===== src/rtl/multi_sync_filter.sv =====
// Multi-bit synchronizer with per-channel persistence filter and edge pulses.
// Each channel is independent; the vector is not coherent across bits.
module multi_sync_filter #(
    parameter int unsigned      WIDTH      = 4,
    parameter int unsigned      STAGES     = 2,
    parameter int unsigned      FILTER_LEN = 4,
    parameter logic [WIDTH-1:0] RESET_VAL  = {WIDTH{1'b0}}
) (
    input  logic             clk,
    input  logic             rst_n,
    input  logic [WIDTH-1:0] async_in,
    output logic [WIDTH-1:0] sync_out,
    output logic [WIDTH-1:0] filt_out,
    output logic [WIDTH-1:0] rise_pulse,
    output logic [WIDTH-1:0] fall_pulse,
    output logic             any_change
);

    localparam int unsigned      CNT_W   = (FILTER_LEN > 1) ? $clog2(FILTER_LEN) : 1;
    localparam logic [CNT_W-1:0] CNT_MAX = CNT_W'(FILTER_LEN - 1);

    generate
        if (STAGES < 2) begin : g_bad_stages
            $error("multi_sync_filter: STAGES must be >= 2");
        end
        if (FILTER_LEN < 1) begin : g_bad_filter_len
            $error("multi_sync_filter: FILTER_LEN must be >= 1");
        end
    endgenerate

    // Plain flop chain: nothing may sit between stages or metastability settling time is lost.
    logic [STAGES-1:0][WIDTH-1:0] sync_reg;

    always_ff @(posedge clk) begin
        if (!rst_n) begin
            sync_reg <= {STAGES{RESET_VAL}};
        end else begin
            sync_reg[0] <= async_in;
            for (int s = 1; s < STAGES; s++) begin
                sync_reg[s] <= sync_reg[s-1];
            end
        end
    end

    assign sync_out = sync_reg[STAGES-1];

    genvar gi;
    generate
        for (gi = 0; gi < WIDTH; gi++) begin : g_chan
            logic [CNT_W-1:0] cnt_reg;
            logic [CNT_W-1:0] cnt_next;
            logic             filt_reg;
            logic             filt_next;
            logic             rise_reg;
            logic             rise_next;
            logic             fall_reg;
            logic             fall_next;

            // Counter tracks how long sync_out has disagreed with the filtered level.
            always_comb begin
                cnt_next  = '0;
                filt_next = filt_reg;
                rise_next = 1'b0;
                fall_next = 1'b0;
                if (sync_out[gi] != filt_reg) begin
                    if (cnt_reg == CNT_MAX) begin
                        filt_next = sync_out[gi];
                        rise_next = sync_out[gi];
                        fall_next = ~sync_out[gi];
                    end else begin
                        cnt_next = cnt_reg + 1'b1;
                    end
                end
            end

            always_ff @(posedge clk) begin
                if (!rst_n) begin
                    cnt_reg  <= '0;
                    filt_reg <= RESET_VAL[gi];
                    rise_reg <= 1'b0;
                    fall_reg <= 1'b0;
                end else begin
                    cnt_reg  <= cnt_next;
                    filt_reg <= filt_next;
                    rise_reg <= rise_next;
                    fall_reg <= fall_next;
                end
            end

            assign filt_out[gi]   = filt_reg;
            assign rise_pulse[gi] = rise_reg;
            assign fall_pulse[gi] = fall_reg;
        end
    endgenerate

    assign any_change = |(rise_pulse | fall_pulse);

endmodule


===== config.mk =====
export PLATFORM = sky130hd
export DESIGN_NAME = multi_sync_filter
export DESIGN_NICKNAME = d
export VERILOG_FILES = /design/src/rtl/multi_sync_filter.sv
export SDC_FILE = /design/constraint.sdc
export NUM_CORES = 1
export LEC_CHECK = 0
export BUFFER_PORTS_ARGS = -buffer_cell sky130_fd_sc_hd__buf_2
export CAP_MARGIN = 20
export CORE_MARGIN = 10
export CORE_UTILIZATION = 45
export CTS_BUF_LIST = sky130_fd_sc_hd__clkbuf_4 sky130_fd_sc_hd__clkbuf_8 sky130_fd_sc_hd__clkbuf_16
export DETAILED_ROUTE_END_ITERATION = 8
export PLACE_DENSITY = 0.75
export SETUP_SLACK_MARGIN = 0.02
export SYNTH_ARGS = -nofsm -noshare
export SYNTH_HDL_FRONTEND = slang
export SYNTH_SLANG_ARGS = --single-unit

===== constraint.sdc =====
create_clock -name clk -period 1.95 [get_ports clk]
set_input_delay 0.2925 -clock clk [delete_from_list [all_inputs] [get_ports clk]]
set_output_delay 0.2925 -clock clk [all_outputs]
set_load 0.02 [all_outputs]

==> summary.txt <==
Cells and area
  – Ant diodes: 0
  – Commonest non-fill, non-tap cells in the layout: 28 x dfxtp_1, 22 x buf_2, 8 x nor3b_1, 8 x and2_1, 5 x nand2_1
  – Area growth, synth to finish: 4.32%
  – Layout cells sized above 1: 0.297
  – Commonest non-fill, non-tap cell in the layout: dfxtp_1
  – Nets: 112
  – Max FFs per register: 8

Power and ir drop
  – Internal power: 0.713 mW
  – Sequential fraction of design power: 0.661
  – Sw Share: 0.200
  – Cell Pwr Density: 797 nW/um2
  – Peak supply drop: 0.341 mV
  – Leak: 0.476 nW
  – Gate power share: 0.036
  – P_sw: 0.179 mW
  – Clock share of power: 0.303

Timing
  – Final setup fails: 0
  – Fin Setup TNS: 0 ns
  – Post-layout min period: 1.51 ns
  – Unrepaired setup endpoints after global routing: no
  – Worst Tran Pin Value: 0.322 ns
  – Hold Worst Slack: 0.166 ns
  – Highest clock rate: 0.660 GHz
  – Relative slew margins: 0.785
  – Final Skew: 0.00351 ns
  – Tcrit/Tclk final: 0.776
  – Final Hold Viols: 0
  – Final Max Tran Viols: 0

CTS
  – Post-CTS setup buffers: 0
  – # hold bufs at CTS: 0
  – CTS tree: yes
  – CTS root buf: clkbuf_4
  – Longest Clk Path Bufs: 2
  – Htree depth: 1
  – CTS clk-pin slew, worst paths: 0.14 ns
  – TritonCTS Buffers: 3
  – Worst-skew pair later-pin latency: 0.32 ns
  – Post_cts resized: 0
  – CTS Sinks: 28

Setup path
  – Worst setup path category: reg -> out
  – CP Data Arrival Time: 1.22 ns
  – FF-to-FF path depth: 3
  – Critical Path, Cell by Cell: nor4_1 > nand2_1 > buf_2
  – Worst EP required: 1.66 ns
  – CP max stage delay: 0.34 ns
  – Crit Path Max Fanout: 2
  – Startpoint types: flop
  – Critical R2R Launch: g_chan[1].cnt_reg[0]$_SDFF_PP0_
  – R2r setup slk: 0.93 ns
  – Slowest cell on crit path: dfxtp_1
  – Reg-to-Reg End: g_chan[1].rise_reg$_SDFF_PN0_
  – CP endpoint kind: output port

Floorplanning
  – Die footprint: 4740 um2
  – Io pins: 23
  – Die H: 68.8 um
  – Starting Density: 0.480
  – Row count: 17
  – Core Region: 2230 um2
  – DIE WIDTH: 68.8 um

Worst hold path
  – Hold path depth: 2
  – Hold Path Class: in -> reg
  – Hold endpoint: sync_reg[1]$_SDFF_PN0_
  – Hold Crit Start: async_in[1]

Global route
  – Grt ovf: 0
  – Pin count of the biggest net entering global routing: 25
  – Total global-route track usage: 0.0786
  – Vias in the first global route: 640
  – M1 GR Usage: 0.0747
  – Initial antenna violation count: 0
  – Met2 global-route usage: 0.142
  – Global-route wire length before repair: 2800 um
  – Layer with the highest usage: met2
  – Met3 GRT Util: 0.0258

Synthesis
  – Syn Nets: 103
  – Count of cell types in the netlist: 14
  – Syn_area_per_cell: 11.5 um2
  – Sequential area share after synthesis: 0.523
  – Mapped Cells: 93
  – YS warnings: 0
  – Seq cells post-synth: 28
  – Synthesized area: 1070 um2

Detailed routing
  – Total Wirelength: 1750 um
  – Vias/cell: 4.88
  – First-pass DRT Iterations: 4
  – Post-DRT Antenna Nets: 0
  – DRC viols: 0
  – Avg WL per Cell: 13.6 um
  – DR vias: 629
  – Drt initial violations: 29

Status
  – Status: completed

Place
  – Gpl congestion: 0.698
  – IO Port Bufs: 22

Job
  – Max-cap viol count: 0
-- routing by layer --
layer	vias to the layer above	wire, um
met5	-	0
met4	0	25
met3	4	164
met2	18	865
met1	289	693
li1	318	-
-- power groups by stage --
stage	clock, mW	combinational, mW	sequential [mW]
after floorplan	0	0.0275	0.600
after global placement	0	0.0312	0.601
after detailed placement	0	0.0324	0.602
after CTS	0.282	0.0326	0.589
after global routing	0.305	0.0354	0.591
final	0.270	0.0321	0.589
-- synth_stat cells --
master	number	area (um2)
dfxtp_1	28	561
buf_4	16	120
and2_1	8	50.1
nor3b_1	8	60.1
nand2_1	5	18.8
and4bb_2	4	50.1
ha_1	4	50.1
mux2i_1	4	40.0
nor2b_1	4	25.0
nor4b_1	4	35.0
xnor2_1	4	35.0
nor4_1	2	12.5
buf_6	1	11.3
clkbuf_1	1	3.75
-- cells by family after synthesis --
group	Yosys count	share of synthesized area
xor gates and xnor gates	4	0.0327
adders and majority gates	4	0.0467
DFF	28	0.523
buffers and inverters	18	0.126
muxes	4	0.0373
and+or+nand+nor	35	0.235
-- critical path: cells and delay by family (launching register included) --
kind          cells  cell delay (ns)
simple gates      2             0.41
flops             1             0.34
buf+inv           1             0.16
-- cell type report --
class,instances,area [um2]
multi-input combinational,47,377
fill,216,1110
tap,28,35.0
timing repair buffer,22,110
sequential,28,561
clock buffer,4,36.3
-- how the worst max path moves through the flow --
stage,start,slack (ns),depth (start not counted),endpoint
3_3_place_gp,g_chan[0].fall_reg$_SDFF_PN0_,0.89,3,any_change
4_1_cts,g_chan[0].fall_reg$_SDFF_PN0_,0.39,3,any_change
3_5_place_dp,g_chan[0].fall_reg$_SDFF_PN0_,0.77,3,any_change
5_1_grt,g_chan[0].fall_reg$_SDFF_PN0_,0.32,3,any_change
2_1_floorplan,g_chan[0].fall_reg$_SDFF_PN0_,0.94,2,any_change
6_report,g_chan[0].fall_reg$_SDFF_PN0_,0.44,3,any_change
-- per-stage QoR --
stage               setup slack, ns  instance area [um2]  power [mW]  utilization  std cells
floorplan                     0.942                 1070       0.627            -         93
global placement              0.885                 1080       0.632        0.485        125
detailed placement            0.774                 1080       0.634        0.485        125
CTS                           0.394                 1120       0.904        0.501        129
global route                  0.322                 1120       0.931        0.501        129
finish                        0.436                 1120       0.891        0.501        129
Note: power is estimated with default switching activity, not from simulation.
